**config.mk**
```make
export PLATFORM = sky130hd
export DESIGN_NAME = reg_file_sequencer
export DESIGN_NICKNAME = d
export VERILOG_FILES = /design/src/rtl/reg_seq_pkg.sv /design/src/rtl/reg_addr_seq.sv /design/src/rtl/reg_file_sequencer.sv
export SDC_FILE = /design/constraint.sdc
export NUM_CORES = 1
export LEC_CHECK = 0
export ABC_AREA = 1
export CAP_MARGIN = 20
export CORE_MARGIN = 2
export CORE_UTILIZATION = 49
export CTS_CLUSTER_DIAMETER = 40
export DETAILED_ROUTE_END_ITERATION = 8
export GPL_TIMING_DRIVEN = 0
export PLACE_DENSITY = 0.86
export SLEW_MARGIN = 20
export SYNTH_ARGS = -nofsm -noshare
export SYNTH_HDL_FRONTEND = slang
export SYNTH_HIERARCHICAL = 1
export SYNTH_SLANG_ARGS = --single-unit
```
**constraint.sdc**
```tcl
create_clock -name clk -period 3.2 [get_ports clk]
set_input_delay 0.64 -clock clk [delete_from_list [all_inputs] [get_ports clk]]
set_output_delay 0.64 -clock clk [all_outputs]
set_load 0.05 [all_outputs]
```
**src/rtl/reg_seq_pkg.sv**
```systemverilog
// -----------------------------------------------------------------------------
// reg_seq_pkg
//   Shared definitions for the register-file bulk-access sequencer:
//   default geometry of the register file, the command mode encoding and
//   the sequencer state encoding.
// -----------------------------------------------------------------------------
package reg_seq_pkg;

    // Default register-file geometry.
    localparam int DEF_ADDR_W   = 5;
    localparam int DEF_DATA_W   = 32;
    localparam int DEF_NUM_REGS = 32;

    // Command mode, sampled together with start.
    localparam logic MODE_DUMP = 1'b0;
    localparam logic MODE_FILL = 1'b1;

    // Sequencer states.
    typedef enum logic [2:0] {
        ST_IDLE,
        ST_FILL,
        ST_RD,
        ST_WAIT,
        ST_DONE
    } state_t;

endpackage : reg_seq_pkg

```
**src/rtl/reg_addr_seq.sv**
```systemverilog
// -----------------------------------------------------------------------------
// reg_addr_seq
//   Address counter for the sequencer. It is cleared at command launch,
//   advanced one register per step and reports when it sits on the last
//   register. It saturates at the last register and never wraps.
//
// Ports
//   clk    in   rising-edge clock
//   reset  in   asynchronous active-low reset, clears the address
//   clear  in   load address 0 (takes priority over step)
//   step   in   advance to the next register
//   addr   out  current register address
//   last   out  1 when addr is the last register of the walk
// -----------------------------------------------------------------------------
module reg_addr_seq
    import reg_seq_pkg::*;
#(
    parameter int ADDR_W   = DEF_ADDR_W,
    parameter int NUM_REGS = DEF_NUM_REGS
) (
    input  logic              clk,
    input  logic              reset,
    input  logic              clear,
    input  logic              step,
    output logic [ADDR_W-1:0] addr,
    output logic              last
);

    localparam logic [ADDR_W-1:0] LAST_ADDR = ADDR_W'(NUM_REGS - 1);

    // NOTE: state is updated with non-blocking assignments so every flop
    // samples pre-edge values, independent of process evaluation order.
    always_ff @(posedge clk or negedge reset) begin
        if (!reset) begin
            addr <= '0;
        end else if (clear) begin
            addr <= '0;
        end else if (step && !last) begin
            addr <= addr + 1'b1;
        end
    end

    assign last = (addr == LAST_ADDR);

endmodule : reg_addr_seq

```
**src/rtl/reg_file_sequencer.sv**
```systemverilog
// -----------------------------------------------------------------------------
// reg_file_sequencer
//   Bulk-access master for the register file. FILL writes every register
//   with a base value (optionally plus its address); DUMP reads every
//   register and streams {addr,data} over a valid/ready port. While busy=1
//   the top-level mux hands this block the file's ports.
//
// Ports
//   clk          in   rising-edge clock
//   reset        in   asynchronous active-low reset
//   start        in   command strobe, honoured only in IDLE
//   mode         in   with start: 0 = DUMP, 1 = FILL
//   fill_inc     in   with start: 1 = write fill_base+addr, 0 = fill_base
//   fill_base    in   with start: fill value
//   abort        in   synchronous cancel, any state -> IDLE, no done
//   busy         out  1 in every state except IDLE
//   done         out  one-cycle pulse on command completion
//   rf_r_addr    out  file read address (combinational read)
//   rf_r_data    in   file read data
//   rf_w_addr    out  file write address
//   rf_w_data    out  file write data
//   rf_write_en  out  file write enable, 1 only while filling
//   out_valid    out  dump word valid
//   out_ready    in   dump word accepted when valid & ready
//   out_addr     out  register index of out_data
//   out_data     out  register contents
// -----------------------------------------------------------------------------
module reg_file_sequencer
    import reg_seq_pkg::*;
#(
    parameter int ADDR_W   = DEF_ADDR_W,
    parameter int DATA_W   = DEF_DATA_W,
    parameter int NUM_REGS = DEF_NUM_REGS
) (
    input  logic              clk,
    input  logic              reset,
    input  logic              start,
    input  logic              mode,
    input  logic              fill_inc,
    input  logic [DATA_W-1:0] fill_base,
    input  logic              abort,
    output logic              busy,
    output logic              done,
    output logic [ADDR_W-1:0] rf_r_addr,
    input  logic [DATA_W-1:0] rf_r_data,
    output logic [ADDR_W-1:0] rf_w_addr,
    output logic [DATA_W-1:0] rf_w_data,
    output logic              rf_write_en,
    output logic              out_valid,
    input  logic              out_ready,
    output logic [ADDR_W-1:0] out_addr,
    output logic [DATA_W-1:0] out_data
);

    state_t            state;
    state_t            state_next;
    logic [ADDR_W-1:0] addr;
    logic              addr_last;
    logic              addr_clear;
    logic              addr_step;
    logic              cmd_load;
    logic              capture;
    logic [DATA_W-1:0] base_q;
    logic              inc_q;

    reg_addr_seq #(
        .ADDR_W   (ADDR_W),
        .NUM_REGS (NUM_REGS)
    ) u_addr_seq (
        .clk   (clk),
        .reset (reset),
        .clear (addr_clear),
        .step  (addr_step),
        .addr  (addr),
        .last  (addr_last)
    );

    // -------------------------------------------------------------------------
    // Next-state logic. abort overrides everything, including a start seen
    // in IDLE, and suppresses every side effect of the cycle.
    // -------------------------------------------------------------------------
    // NOTE: every signal written here gets a default first, so no path
    // leaves it unassigned and no latch is inferred.
    always_comb begin
        state_next = state;
        addr_clear = 1'b0;
        addr_step  = 1'b0;
        cmd_load   = 1'b0;
        capture    = 1'b0;

        if (abort) begin
            state_next = ST_IDLE;
        end else begin
            unique case (state)
                ST_IDLE: begin
                    if (start) begin
                        cmd_load   = 1'b1;
                        addr_clear = 1'b1;
                        state_next = (mode == MODE_FILL) ? ST_FILL : ST_RD;
                    end
                end
                ST_FILL: begin
                    if (addr_last) begin
                        state_next = ST_DONE;
                    end else begin
                        addr_step = 1'b1;
                    end
                end
                ST_RD: begin
                    capture    = 1'b1;
                    state_next = ST_WAIT;
                end
                ST_WAIT: begin
                    if (out_ready) begin
                        if (addr_last) begin
                            state_next = ST_DONE;
                        end else begin
                            addr_step  = 1'b1;
                            state_next = ST_RD;
                        end
                    end
                end
                ST_DONE: begin
                    state_next = ST_IDLE;
                end
                default: begin
                    state_next = ST_IDLE;
                end
            endcase
        end
    end

    always_ff @(posedge clk or negedge reset) begin
        if (!reset) begin
            state <= ST_IDLE;
        end else begin
            state <= state_next;
        end
    end

    // Command operands and the dump output word. These are cleared on reset
    // as well because every output, including out_addr/out_data and the
    // write data derived from base/inc, must read 0 while reset is held.
    // NOTE: datapath registers are reset here only because their values are
    // directly visible on outputs during reset, not for functional safety.
    always_ff @(posedge clk or negedge reset) begin
        if (!reset) begin
            base_q   <= '0;
            inc_q    <= 1'b0;
            out_addr <= '0;
            out_data <= '0;
        end else begin
            if (cmd_load) begin
                base_q <= fill_base;
                inc_q  <= fill_inc;
            end
            if (capture) begin
                out_addr <= addr;
                out_data <= rf_r_data;
            end
        end
    end

    // out_valid is exactly "in WAIT": abort or reset drop it with the state.
    assign busy        = (state != ST_IDLE);
    assign done        = (state == ST_DONE);
    assign out_valid   = (state == ST_WAIT);
    assign rf_write_en = (state == ST_FILL);
    assign rf_r_addr   = addr;
    assign rf_w_addr   = addr;
    assign rf_w_data   = base_q + (inc_q ? DATA_W'(addr) : '0);

endmodule : reg_file_sequencer

```
==> metrics.yaml <==
grt:
  largest_net_degree_at_the_start_of_global_routing: 41
  global_route_congestion_overflow_total: 0
  antenna_found_initial: 0
  wire_length_of_the_first_global_routing_pass_mm: 20.4
  groute.usage.overall_pct: 26.3
  grt_pass1_vias: 4372
timing:
  finalSetupViolCount: 0
  drv_slew: 0
  rsz0062_at_grt: "no"
  max_clock_freq_mhz: 324
  fin_hold_ws_ps: 249
  final_min_period_over_clock_period_pct: 96.6
  hold_viol: 0
  slew-limit-headroom_pct: 63.0
  min_period_ps: 3090
  tightest_slew_ps: 553
  largest_clock_skew_in_the_final_design_ps: 15.3
logic_synthesis:
  synthCells: 546
  synth_cell_type_count: 25
  yosysWarnings: 6
  synth_nets: 625
  synth-edff-count: 0
  synth_seq_area_share_pct: 44.7
  mapped_avg_cell_area_um2: 8.00
  synth_top_cells_by_count: "231 x sky130_fd_sc_hd__nand2_1, 78 x sky130_fd_sc_hd__dfrtp_1, 58 x sky130_fd_sc_hd__nor2_1"
  synthDominantCellAreaShare_pct: 44.7
  largest_cells_by_area_after_synthesis: "sky130_fd_sc_hd__dfrtp_1 45%, sky130_fd_sc_hd__nand2_1 20%, sky130_fd_sc_hd__mux2_4 6.5%"
  yosysMostFrequentCell: "sky130_fd_sc_hd__nand2_1"
  netlist.top_cell.by_area: "sky130_fd_sc_hd__dfrtp_1"
  synth_top_flop_cell: "sky130_fd_sc_hd__dfrtp_1"
  synth-seq-cells: 78
  async_flop_share_pct: 100
  post_synthesis_cell_area_um2: 4370
finish:
  post_route_core_utilization_pct: 71.6
  layout-drive-gt1-share_pct: 15.9
  diodes: 0
  finalInstanceArea_um2: 6220
  final_net_count: 791
  areaGrowthSynthToFinish_pct: 42.4
  stdcell_count: 825
placement:
  dp_cells: 808
  place.gp.congestion: 0.887
  placement.io_buffers: 153
  dpl_cell_area_um2: 6050
  hpwlAfterDp_mm: 9.62
clock_tree:
  holdBufCountCts: 0
  cts-buffers-inserted: 9
  cts.reportedPaths.clkPinSlew_ps: 90
  clock_sinks: 78
  clk_latency_ps: 350
  tritoncts: "yes"
  root_buffer: "sky130_fd_sc_hd__clkbuf_8"
  htree_num_levels: 3
  max_root_sink_buffers: 2
power_and_ir_drop:
  peakVddDrop_v: 0.000778
  leakage_power_summed_over_all_cells_nw: 3.05
  pwr_density_cell_nw_per_um2: 1070
floorplan:
  initial_utilization_pct: 50.3
  die-height_um: 98.4
  die_w_um: 98.4
  fp.dieArea_um2: 9680
  floorplan.core_area_um2: 8680
  io_pins: 154
  num_rows: 34
setup_path:
  crit_arrival_ps: 2450
  timing.critical_path.required_ps: 2560
  timing.rr.end: "u_addr_seq/addr[3]"
  worstReg2RegStart: "u_addr_seq/addr[0]"
  critical_path.max_fanout: 6
  end_kind: "output port"
  regToRegSetupSlack_ps: 1120
  cp-start-kind: "register"
  worst-r2r-cell-count: 13
  path_class: "reg2out"
drt:
  vias: 4160
  drt-total-wl_mm: 12.3
  antenna_left: 0
  viasPerCell: 5.04
  first_iter_violations: 148
  drc_errors: 0
  route.detailed.wl_per_inst_um: 15.0
  drt_pre_antenna_iters: 4
run_status:
  run_status: "completed"
worst_hold_path:
  tightest_hold_check_type: "in2async"
run:
  cap_violations: 0
[through the flow]
step,TNS (ps),total power [W],setup WS [ps]
after floorplan,0,0.00455,20.5
after global placement,-98610,0.00586,-1240
after detailed placement,-2610,0.00595,-274
after CTS,0,0.00672,0.218
after global routing,0,0.00704,6.43
final,0,0.00668,109
[state kept, by name, summed over array words and instances (netlist names)]
signal / flops
base_q: 32
out_addr: 5
u_addr_seq/addr: 5
out_data: 32
state: 3
inc_q: 1
[worst max-delay path, cell delays in order (launching register included)]
cell,delay (ps)
sky130_fd_sc_hd__dfrtp_2,450
sky130_fd_sc_hd__nand2_1,70
sky130_fd_sc_hd__inv_1,40
sky130_fd_sc_hd__ha_1,210
sky130_fd_sc_hd__fa_2,530
sky130_fd_sc_hd__clkdlybuf4s50_1,800
[power breakdown]
group / internal [W] / switching (W) / total [W]
Combinational: 0.00135 / 0.00262 / 0.00397
Sequential: 0.00144 / 0.000437 / 0.00187
Clock: 0.000445 / 0.000390 / 0.000836
[worst max-delay path by stage]
stage,to,from,slack [ps]
after floorplan,rf_w_data[14],u_addr_seq/addr[0],20
after global placement,out_data[23],reset,-1240
after detailed placement,rf_w_data[18],u_addr_seq/addr[0],-270
after CTS,rf_w_data[10],u_addr_seq/addr[0],0.2
after global routing,rf_w_data[1],inc_q,6
final,rf_w_data[1],inc_q,110
[what timing repair did]
item	in CTS	in global routing
gates resized for setup	103	30
endpoints found under the setup margin	29	28
buffers inserted	0	1
gates cloned	0	0
[cells by family after synthesis]
family,after synthesis,synth area share [%]
DFF,78,44.7
and+or+nand+nor,330,30.5
buffers and inverters,61,6.39
adders and majority gates,8,2.46
muxes,37,11.2
AOI/OAI and AO/OA,19,2.21
xor gates and xnor gates,13,2.61
[cell usage in the layout, fill, tap and decap left out, types with 2 or more instances in the layout]
cell type,synthesis,layout
sky130_fd_sc_hd__nand2_1,231,228
sky130_fd_sc_hd__clkdlybuf4s50_1,0,122
sky130_fd_sc_hd__dfrtp_1,78,76
sky130_fd_sc_hd__nor2_1,58,58
sky130_fd_sc_hd__inv_1,42,42
sky130_fd_sc_hd__nand3_1,20,20
sky130_fd_sc_hd__mux2_4,19,19
sky130_fd_sc_hd__mux2_2,18,18
sky130_fd_sc_hd__o21ai_0,17,15
sky130_fd_sc_hd__buf_4,5,14
sky130_fd_sc_hd__buf_2,7,13
sky130_fd_sc_hd__clkbuf_8,0,9
sky130_fd_sc_hd__nand3b_1,8,8
sky130_fd_sc_hd__xor2_1,8,8
sky130_fd_sc_hd__ha_1,7,7
sky130_fd_sc_hd__clkbuf_2,0,7
sky130_fd_sc_hd__clkdlybuf4s15_2,0,7
sky130_fd_sc_hd__nand2_2,2,5
sky130_fd_sc_hd__xnor2_1,5,5
sky130_fd_sc_hd__inv_2,4,4
sky130_fd_sc_hd__nor3_1,4,4
sky130_fd_sc_hd__nand4_1,4,4
sky130_fd_sc_hd__buf_6,3,3
sky130_fd_sc_hd__bufinv_16,0,2
sky130_fd_sc_hd__clkinv_4,0,2
sky130_fd_sc_hd__dfrtp_2,0,2
sky130_fd_sc_hd__dlygate4sd2_1,0,2
[layout make-up]
type | instances | area (um^2)
buffer | 15 | 106
clock buffer | 10 | 128
clock inverter | 6 | 93.8
fill | 670 | 2460
inverter | 46 | 173
multi-input combinational | 407 | 2150
sequential | 78 | 1950
tap | 108 | 135
timing repair buffer | 155 | 1480
[metal layers]
layer	up-vias	routed length [um]	GRT usage (%)
met3	22	1190	9.74
met2	162	6260	46.2
li1	2038	-	-
met5	-	0	0
met1	1938	4650	29.5
met4	0	232	8.54
Power figures use the tool's default switching activity.
